$ cat src/rtl/tlb.sv
// Fully-associative MIPS TLB array with two lookup ports and an invalidate-all sweep.
//   clk, resetn                : clock, asynchronous active-low reset
//   s0_* / s1_*                : lookup ports (s0 fetch, s1 data/TLBP); the results are
//                                combinational from the array
//   we, w_index, w_*           : TLBWI write port, committed on the clock edge
//   r_index, r_*               : TLBR read port, combinational
//   inv_all, inv_busy          : start pulse and busy flag of the V-bit clearing sweep
module tlb #(
  parameter int TLBNUM = 16,
  parameter int IDXW   = 4
) (
  input  logic            clk,
  input  logic            resetn,
  // lookup port 0
  input  logic [18:0]     s0_vpn2,
  input  logic            s0_odd_page,
  input  logic [7:0]      s0_asid,
  output logic            s0_found,
  output logic [IDXW-1:0] s0_index,
  output logic            s0_multi,
  output logic [19:0]     s0_pfn,
  output logic [2:0]      s0_c,
  output logic            s0_d,
  output logic            s0_v,
  // lookup port 1
  input  logic [18:0]     s1_vpn2,
  input  logic            s1_odd_page,
  input  logic [7:0]      s1_asid,
  output logic            s1_found,
  output logic [IDXW-1:0] s1_index,
  output logic            s1_multi,
  output logic [19:0]     s1_pfn,
  output logic [2:0]      s1_c,
  output logic            s1_d,
  output logic            s1_v,
  // write port
  input  logic            we,
  input  logic [IDXW-1:0] w_index,
  input  logic [18:0]     w_vpn2,
  input  logic [7:0]      w_asid,
  input  logic            w_g,
  input  logic [19:0]     w_pfn0,
  input  logic [2:0]      w_c0,
  input  logic            w_d0,
  input  logic            w_v0,
  input  logic [19:0]     w_pfn1,
  input  logic [2:0]      w_c1,
  input  logic            w_d1,
  input  logic            w_v1,
  // read port
  input  logic [IDXW-1:0] r_index,
  output logic [18:0]     r_vpn2,
  output logic [7:0]      r_asid,
  output logic            r_g,
  output logic [19:0]     r_pfn0,
  output logic [2:0]      r_c0,
  output logic            r_d0,
  output logic            r_v0,
  output logic [19:0]     r_pfn1,
  output logic [2:0]      r_c1,
  output logic            r_d1,
  output logic            r_v1,
  // invalidate-all sweep
  input  logic            inv_all,
  output logic            inv_busy
);

  typedef enum logic {IDLE, SWEEP} state_t;

  state_t          state;
  logic [IDXW-1:0] cnt;

  logic [18:0] vpn2_q [TLBNUM];
  logic [7:0]  asid_q [TLBNUM];
  logic        g_q    [TLBNUM];
  logic [19:0] pfn0_q [TLBNUM];
  logic [2:0]  c0_q   [TLBNUM];
  logic        d0_q   [TLBNUM];
  logic        v0_q   [TLBNUM];
  logic [19:0] pfn1_q [TLBNUM];
  logic [2:0]  c1_q   [TLBNUM];
  logic        d1_q   [TLBNUM];
  logic        v1_q   [TLBNUM];

  // Sweep controller: cnt names the entry cleared on the next edge.
  always_ff @(posedge clk or negedge resetn) begin
    if (!resetn) begin
      state    <= IDLE;
      cnt      <= '0;
      inv_busy <= 1'b0;
    end else begin
      case (state)
        IDLE: begin
          if (inv_all) begin
            state    <= SWEEP;
            cnt      <= '0;
            inv_busy <= 1'b1;
          end
        end
        SWEEP: begin
          cnt <= cnt + 1'b1;
          if (cnt == IDXW'(TLBNUM - 1)) begin
            state    <= IDLE;
            inv_busy <= 1'b0;
          end
        end
        default: begin
          state    <= IDLE;
          inv_busy <= 1'b0;
        end
      endcase
    end
  end

  // Entry storage. Indices >= TLBNUM never match the loop, so such writes drop out.
  // A write to the entry under the sweep counter takes priority over the clear.
  always_ff @(posedge clk or negedge resetn) begin
    if (!resetn) begin
      for (int unsigned i = 0; i < TLBNUM; i++) begin
        vpn2_q[i] <= '0;
        asid_q[i] <= '0;
        g_q[i]    <= 1'b0;
        pfn0_q[i] <= '0;
        c0_q[i]   <= '0;
        d0_q[i]   <= 1'b0;
        v0_q[i]   <= 1'b0;
        pfn1_q[i] <= '0;
        c1_q[i]   <= '0;
        d1_q[i]   <= 1'b0;
        v1_q[i]   <= 1'b0;
      end
    end else begin
      for (int unsigned i = 0; i < TLBNUM; i++) begin
        if (we && w_index == IDXW'(i)) begin
          vpn2_q[i] <= w_vpn2;
          asid_q[i] <= w_asid;
          g_q[i]    <= w_g;
          pfn0_q[i] <= w_pfn0;
          c0_q[i]   <= w_c0;
          d0_q[i]   <= w_d0;
          v0_q[i]   <= w_v0;
          pfn1_q[i] <= w_pfn1;
          c1_q[i]   <= w_c1;
          d1_q[i]   <= w_d1;
          v1_q[i]   <= w_v1;
        end else if (state == SWEEP && cnt == IDXW'(i)) begin
          v0_q[i] <= 1'b0;
          v1_q[i] <= 1'b0;
        end
      end
    end
  end

  function automatic logic [IDXW-1:0] lowest(input logic [TLBNUM-1:0] m);
    logic hit;
    lowest = '0;
    hit    = 1'b0;
    for (int unsigned i = 0; i < TLBNUM; i++) begin
      if (m[i] && !hit) begin
        lowest = IDXW'(i);
        hit    = 1'b1;
      end
    end
  endfunction

  logic [TLBNUM-1:0] m0, m1;

  always_comb begin
    m0 = '0;
    m1 = '0;
    for (int unsigned i = 0; i < TLBNUM; i++) begin
      m0[i] = (vpn2_q[i] == s0_vpn2) && (g_q[i] || asid_q[i] == s0_asid);
      m1[i] = (vpn2_q[i] == s1_vpn2) && (g_q[i] || asid_q[i] == s1_asid);
    end
  end

  assign s0_found = |m0;
  assign s1_found = |m1;
  assign s0_index = lowest(m0);
  assign s1_index = lowest(m1);
  // Clearing the lowest set bit leaves something only if two or more bits were set.
  assign s0_multi = |(m0 & (m0 - TLBNUM'(1)));
  assign s1_multi = |(m1 & (m1 - TLBNUM'(1)));

  always_comb begin
    s0_pfn = '0;
    s0_c   = '0;
    s0_d   = 1'b0;
    s0_v   = 1'b0;
    if (s0_found) begin
      if (s0_odd_page) begin
        s0_pfn = pfn1_q[s0_index];
        s0_c   = c1_q[s0_index];
        s0_d   = d1_q[s0_index];
        s0_v   = v1_q[s0_index];
      end else begin
        s0_pfn = pfn0_q[s0_index];
        s0_c   = c0_q[s0_index];
        s0_d   = d0_q[s0_index];
        s0_v   = v0_q[s0_index];
      end
    end
  end

  always_comb begin
    s1_pfn = '0;
    s1_c   = '0;
    s1_d   = 1'b0;
    s1_v   = 1'b0;
    if (s1_found) begin
      if (s1_odd_page) begin
        s1_pfn = pfn1_q[s1_index];
        s1_c   = c1_q[s1_index];
        s1_d   = d1_q[s1_index];
        s1_v   = v1_q[s1_index];
      end else begin
        s1_pfn = pfn0_q[s1_index];
        s1_c   = c0_q[s1_index];
        s1_d   = d0_q[s1_index];
        s1_v   = v0_q[s1_index];
      end
    end
  end

  always_comb begin
    r_vpn2 = '0;
    r_asid = '0;
    r_g    = 1'b0;
    r_pfn0 = '0;
    r_c0   = '0;
    r_d0   = 1'b0;
    r_v0   = 1'b0;
    r_pfn1 = '0;
    r_c1   = '0;
    r_d1   = 1'b0;
    r_v1   = 1'b0;
    if (32'(r_index) < 32'(TLBNUM)) begin
      r_vpn2 = vpn2_q[r_index];
      r_asid = asid_q[r_index];
      r_g    = g_q[r_index];
      r_pfn0 = pfn0_q[r_index];
      r_c0   = c0_q[r_index];
      r_d0   = d0_q[r_index];
      r_v0   = v0_q[r_index];
      r_pfn1 = pfn1_q[r_index];
      r_c1   = c1_q[r_index];
      r_d1   = d1_q[r_index];
      r_v1   = v1_q[r_index];
    end
  end

endmodule

$ cat config.mk
export PLATFORM = sky130hd
export DESIGN_NAME = tlb
export DESIGN_NICKNAME = d
export VERILOG_FILES = /design/src/rtl/tlb.sv
export SDC_FILE = /design/constraint.sdc
export NUM_CORES = 2
export LEC_CHECK = 0
export BUFFER_PORTS_ARGS = -buffer_cell sky130_fd_sc_hd__clkbuf_2
export CORE_ASPECT_RATIO = 0.5
export CORE_MARGIN = 10
export CORE_UTILIZATION = 57
export CTS_BUF_LIST = sky130_fd_sc_hd__clkbuf_8 sky130_fd_sc_hd__clkbuf_16
export CTS_CLUSTER_SIZE = 28
export DETAILED_ROUTE_END_ITERATION = 6
export GPL_TIMING_DRIVEN = 0
export PLACE_DENSITY = 0.81
export SYNTH_ARGS = -nofsm -noshare
export SYNTH_HDL_FRONTEND = slang
export SYNTH_SLANG_ARGS = --single-unit
$ cat constraint.sdc
create_clock -name clk -period 4.2 [get_ports clk]
set_clock_uncertainty 0.1 [all_clocks]
set_input_delay 0.42 -clock clk [delete_from_list [all_inputs] [get_ports clk]]
set_output_delay 0.42 -clock clk [all_outputs]
set_load 0.02 [all_outputs]
## Yosys cells after proc, flatten, opt, wreduce, memory -nomap -nowiden

Index checks and enable logic that the tools add are counted.

- Add/sub/neg operators: 3
- Mux-type cells: 213
- Reduce and logical (&&, ||, !) cells: 179
- Magnitude comparators: 3
- Bitwise operators: 6
- Eq/ne operators: 96

Operators by type and width:

| cell | count |
|---|---|
| $eq 19x19->1 | 32 |
| $bmux 20 s4 | 6 |
| $mux 20 | 16 |
| $eq 8x8->1 | 32 |
| $mux 1 | 118 |
| $mux 4 | 29 |
| $logic_and 1x1->1 | 94 |
| $bmux 19 s4 | 1 |
| $bmux 3 s4 | 6 |
| $eq 4x4->1 const B | 16 |
| $reduce_or 16->1 | 4 |
| $bmux 1 s4 | 13 |
| $mux 3 | 16 |
| $mux 19 | 2 |
| $and 16x16->16 | 2 |
| $bmux 8 s4 | 1 |
| $eq 4x3->1 const B | 8 |
| $logic_or 1x1->1 | 32 |
| $reduce_bool 2->1 | 16 |
| $sub 16x1->16 const B | 2 |
| $logic_not 1->1 | 30 |
| $eq 4x2->1 const B | 4 |
| $mux 8 | 2 |
| $ge 5x5->1 const B | 3 |
| 10 further kinds | 15 |

- Logic and storage cells: 679
- Bits in registers: 1254
- Input bits: 146

## Longest topological paths before layout

- Word-level depth: 55
- Gate-level depth with buffers: 19
- Depth with buffers taken out: 13

## Worst setup path after synthesis

No wires, ideal clock.

- Path type: input to output
- From: input s1_asid[2]
- To: output s1_pfn[10]
- Data arrival time: 4.010 ns
- Path slack: -0.330 ns
- Stages on the path: 14
- Cells stage by stage: buf_2 > buf_6 > xor2_1 > nor4_2 > a21oi_1 > or4_4 > and2_4 > a221o_1 > a21oi_4 > buf_1 > mux2_2 > a22oi_2 > nand4_1 > a211oi_1

- Longest elaborated chain between the ends: 55
- Elaborated cells on any way between the ends: 118

RTL lines:

| item | RTL line | source |
|---|---|---|
| start: declaration | 28 | `input logic [7:0] s1_asid,` |
| $eq 8x8->1 | 173 | `m1[i] = (vpn2_q[i] == s1_vpn2) && (g_q[i] \|\| asid_q[i] == s1_asid);` |
| $logic_or 1x1->1 | 173 |  |
| $logic_and 1x1->1 | 173 |  |
| $mux 1 | 159 | `if (m[i] && !hit) begin` |
| $logic_not 1->1 | 159 |  |
| $logic_and 1x1->1 | 159 |  |
| $mux 1 | 159 |  |
| $logic_not 1->1 | 159 |  |
| [... 38 more ...] | - |  |
| $logic_not 1->1 | 159 |  |
| $logic_and 1x1->1 | 159 |  |
| $mux 4 | 159 |  |
| $not 4->5 (implied by the code) | 212, 217 |  |
| $bmux 20 s4 (on tied branches) | 217, 212 |  |
| $mux 20 (on tied branches) (2 in a row) | 217, 212 |  |
| $mux 20 | 211 | `if (s1_odd_page) begin` |
| $mux 20 * | 210 | `if (s1_found) begin` |
| end: declaration | 32 | `output logic [19:0] s1_pfn,` |

Every way passes the cells marked *; elsewhere a longest branch is shown, timed or not. The select of a mux whose other input is x is not followed.

## Worst setup path after layout

- From: register vpn2_q[55] (netlist bit)
- To: output s1_v

- Longest elaborated chain between the ends: 16
- Elaborated cells on any way between the ends: 22

RTL lines:

| item | RTL line | source |
|---|---|---|
| start: declaration | 73 | `logic [18:0] vpn2_q [TLBNUM];` |
| start signal: indexed assignment | 135 | `vpn2_q[i] <= w_vpn2;` |
| $eq 19x19->1 * | 173 |  |
| $logic_and 1x1->1 * | 173 |  |
| $logic_and 1x1->1 | 159 |  |
| $mux 1 | 159 |  |
| $logic_not 1->1 | 159 |  |
| $logic_and 1x1->1 | 159 |  |
| $mux 1 | 159 |  |
| $logic_not 1->1 | 159 |  |
| $logic_and 1x1->1 | 159 |  |
| $mux 4 | 159 |  |
| $not 4->5 (implied by the code) | 215, 220 |  |
| $bmux 1 s4 (on tied branches) | 220, 215 |  |
| $mux 1 (on tied branches) (2 in a row) | 220, 215 |  |
| $mux 1 | 211 |  |
| $mux 1 * | 210 |  |
| end: declaration | 35 | `output logic s1_v,` |

Marked as above.

==> flow_results.org <==
** Logic synthesis
- Cell types with the largest area share after synthesis :: sky130_fd_sc_hd__dfrtp_1 (39%), sky130_fd_sc_hd__mux2_2 (18%), sky130_fd_sc_hd__mux4_2 (11%)
- After synthesis, the netlist uses 83 different library cells.
- Mapped cell area :: 0.0808 sq mm
- Ys flop type :: sky130_fd_sc_hd__dfrtp_1
- The number of nets in the synthesized netlist is 7102.
- Synthesis produced a netlist whose cell count is 6952.
- During synthesis, Yosys emitted a total of 0 warnings.
- After synthesis, the largest area contributor takes up 38.8% of total cell area.
- Cell type with the largest total area after synthesis :: sky130_fd_sc_hd__dfrtp_1
- Fraction of synthesis flops using an asynchronous set or reset pin :: 100%
- Per-instance average area after synthesis :: 11.6 sq um
- In this run, synthesis inferred 0 flip-flops with an integrated enable.
- Sequential cells were found to cover 38.8% of the synthesized design area.
- FF+latch count, synth :: 1254

** Clock network
- In this run, CTS created clock tree buffers numbering 113.
- At the later pin of the worst-skew pair, clock insertion delay measures 780 ps.
- Number of buffers on the longest clock path :: 3
- Clock-pin slew was measured on the worst setup and hold paths at 80 ps.
- The H-tree was split into 3 levels.
- The tree is rooted in a sky130_fd_sc_hd__clkbuf_16.
- TritonCTS built the clock tree.
- CTS saw 1254 sinks.

** Pwr
- Max IR drop VDD :: 0.000360 V
- Sequential cell fraction of total power :: 44.2%
- Power density of the placed cells :: 450 mW/mm^2
- Power spent charging and discharging nets :: 16.7 mW
- Of the total power, the clock network draws 26.6%.
- Net switching is 37.7% of the power.
- The analysis attributes to cell leakage a power of 39.5 nW.
- Cell internal power was estimated by the tool at 27.6 mW.
- Comb power frac :: 29.3%

** Critical path
- Type of origin of the critical path :: register
- Crit path largest cell delay :: 490 ps
- RR Startpoint :: state$_DFF_PN0_
- Flop-to-flop setup slack :: 2470 ps
- In this run the critical register-to-register path is captured at v0_q[5]$_DFFE_PN0P_.
- For the worst setup path, the data required time is 3680 ps.
- The slowest stage of the critical path is the sky130_fd_sc_hd__nor4_4 cell.
- Crit path buf inv count :: 7
- Worst setup path category :: reg2out
- In this run the worst path has a maximum fanout of 8.
- Walking the worst path, the cells encountered are xor2_2 -> nor4_4 -> nand4_1 -> or3_4 -> nand2_2 -> o211ai_1 -> a221oi_4 -> buf_6 -> buf_6 -> buf_12 -> buf_16 -> buf_12 -> buf_16 -> a211oi_1 -> a21oi_1 -> o21ai_2 -> a211oi_4 -> clkbuf_8.
- Data arrives at the worst endpoint at 5630 ps.
- Category of cells accounting for the largest share of critical-path delay :: compound AO/OA/AOI/OAI gates
- Measured in cells, the most critical reg-to-reg path has a length of 4.
- Crit. End Element :: primary output

** STA
- Upper clock frequency limit :: 0.163 GHz
- The worst pin sits at a relative slew slack of -22.6%.
- Final TNS setup :: -93650 ps
- The routed design could run at a clock period as short as 6150 ps.
- Number of max-slew violations in the final report :: 179
- At the pin with the least slew margin, the transition time is 1830 ps.
- Setup violations remaining at the end of the flow were counted as 115.
- Hold violation count in the final report :: 0
- Final setup slack of the worst path :: -1950 ps
- Unrepaired setup endpoints after global routing :: yes
- In the finished design, the share of the clock period the worst path needs comes to 146%.

** Place
- After detailed placement, the total cell area comes to 0.0852 sq mm.
- Including well taps, the total number of placed cells is 9090.
- The count of buffers added on input and output ports is 228.
- Placement Setup Slack :: -3780 ps
- Detailed-placement wirelength estimate :: 314000 um
- At the end of routability-driven placement, the weighted congestion stood at 1.12.

** Final layout
- Layout cell share with drive strength beyond 1 :: 42.5%
- Final-stage net count :: 7769
- Finished Layout Cells :: 9635
- Synth-to-layout area growth :: 21.9%
- Filler cell count :: 10000
- Layout Cell Area excl Fill :: 0.0985 sq mm

** Run status
- The checks that failed: design-rule violations, max-capacitance violations, max-slew violations, negative setup slack.
- Status :: finished, violations left

** Drt
- In this run the remaining antenna-violating nets after routing total 0.
- DRC violations left :: 153
- The first detailed-routing pass ran for 7 iterations.
- The final route contains 74800 vias.
- WL/cell :: 46.2 um
- Using the TritonRoute via totals, the vias-per-cell ratio works out to 7.77.
- Wires add up to 445000 um.
- In this run, the number of DRC markers left after iteration 0 of detailed routing was 14600.

** Worst hold path
- Hold Path Class :: in2reg
- Worst min-delay path endpoint :: pfn1_q[56]$_DFFE_PN0P_
- Hold path cells :: 2
- The worst hold path begins at w_pfn1[16].

** Floorplanning
- The die is 553 um wide.
- Std-Cell Rows :: 97
- Vert. Die Dim :: 286 um
- The initial utilization of the core area, before any placement, comes to 57.6%.
- Count of pins on the block boundary :: 287
- The core region is 0.140 sq mm.
- Die footprint :: 0.158 sq mm

** Global routing
- Maximum number of pins on one net before global-route repair :: 115
- Antenna violations before repair :: 39
- Vias in the first global route :: 70700
- First-pass GRT wire length :: 590000 um
- For this run, the total global-route usage over all layers was measured as 53.6%.
- The total overflow left after global routing is 0.

** Flow run
- The tool flagged a number of max-cap violations equal to 18.
## layer usage
layer / share of wire (%) / vias up / GRT usage, %
met4: 11 / 49 / 42.1
met2: 38 / 7898 / 71.6
met1: 33 / 37400 / 62.4
met3: 17 / 2588 / 30.6
met5: 0.37 / - / 2.95
li1: - / 26900 / -
## sequential cells by signal (all words and copies together), names as in the netlist
| signal | cells |
|---|---|
| c1_q | 48 |
| pfn1_q | 320 |
| c0_q | 48 |
| state | 1 |
| d0_q | 16 |
| g_q | 16 |
| vpn2_q | 304 |
| cnt | 4 |
| inv_busy | 1 |
| asid_q | 128 |
| pfn0_q | 320 |
| d1_q | 16 |
| v0_q | 16 |
| v1_q | 16 |
## power groups by stage
stage          logic (mW)  registers, mW  clock network, mW
6_report             13.0           19.6               11.8
2_1_floorplan        8.15           17.5                  0
3_3_place_gp         11.2           19.2                  0
3_5_place_dp         11.5           19.3                  0
4_1_cts              12.2           19.1               11.5
5_1_grt              13.4           19.6               12.0
## cell usage after synthesis (all sizes together) (112+ instances only)
cell type  count
mux4         390
dfrtp       1254
a21oi        240
a22oi        120
clkbuf       375
nor4         196
buf          267
mux2i        407
nand2        681
xnor2        112
xor2         753
mux2        1265
nand3        239
## worst reg2reg max path: cells and delay by family, from the launching register on
kind | cells | cell delay, ps
simple gates | 1 | 340
compound gates | 2 | 430
flops | 1 | 360
buf+inv | 1 | 330
## area by class of cell
type | instances | area (sq um) | share of cell area [%]
Antenna cell | 37 | 92.6 | 0.0940
Clock inverter | 72 | 791 | 0.803
Clock buffer | 141 | 3240 | 3.28
Tap cell | 1881 | 2350 | 2.39
Inverter | 14 | 78.8 | 0.0800
Timing Repair Buffer | 564 | 5530 | 5.62
Sequential cell | 1254 | 31400 | 31.9
Multi-Input combinational cell | 5042 | 49800 | 50.6
Buffer | 630 | 5180 | 5.26
## worst max-delay path by stage
stage                                        from                       to  slack, ps  cells after the start
after floorplan                        s1_asid[2]               s1_pfn[10]        -20                     14
after global placement                     resetn  asid_q[107]$_DFFE_PN0P_     -28940                      1
after detailed placement              s0_vpn2[17]               s0_pfn[13]      -3780                     16
after CTS                  vpn2_q[39]$_DFFE_PN0P_               s1_pfn[15]      -1680                     17
after global routing      vpn2_q[173]$_DFFE_PN0P_                s0_pfn[7]      -1800                     16
final                      vpn2_q[55]$_DFFE_PN0P_                     s1_v      -1950                     18
## what timing repair did
| item | CTS | global route |
|---|---|---|
| gates cloned | 6 | 8 |
| resized for setup | 1204 | 338 |
| hold buffers | 70 | 0 |
| hold endpoints to repair | 475 | 0 |
| setup endpoints to repair | 140 | 109 |
| pin swaps | 176 | 187 |
| buffers inserted | 125 | 102 |
## layout by cell type, fill, tap and decap left out, types with 201 or more instances in the layout
cell and instances:
sky130_fd_sc_hd__mux4_2 390, sky130_fd_sc_hd__mux2_2 1241, sky130_fd_sc_hd__clkbuf_2 229, sky130_fd_sc_hd__clkbuf_1 252, sky130_fd_sc_hd__dfrtp_1 1221, sky130_fd_sc_hd__a21oi_1 201
sky130_fd_sc_hd__xor2_1 737, sky130_fd_sc_hd__nand2_1 664, sky130_fd_sc_hd__mux2i_1 373, sky130_fd_sc_hd__buf_4 217
## through the flow
step	power, mW	utilization, %	hold WS (ps)
after floorplan	25.7	-	24.4
after global placement	30.4	60.2	372
after detailed placement	30.8	60.7	309
after CTS	42.8	68.4	0.433
after global routing	45.1	70.1	5.85
final	44.3	70.2	12.4
## logic make-up after synthesis
group,share of synthesized area (%)
AO/OA/AOI/OAI,5.95
XOR/XNOR,9.37
adder cells (fa/ha/maj),0.0991
buffers and inverters,4.02
flip-flops,38.8
multiplexers,33.5
AND/OR/NAND/NOR,8.20
Power figures use the tool's default switching activity.
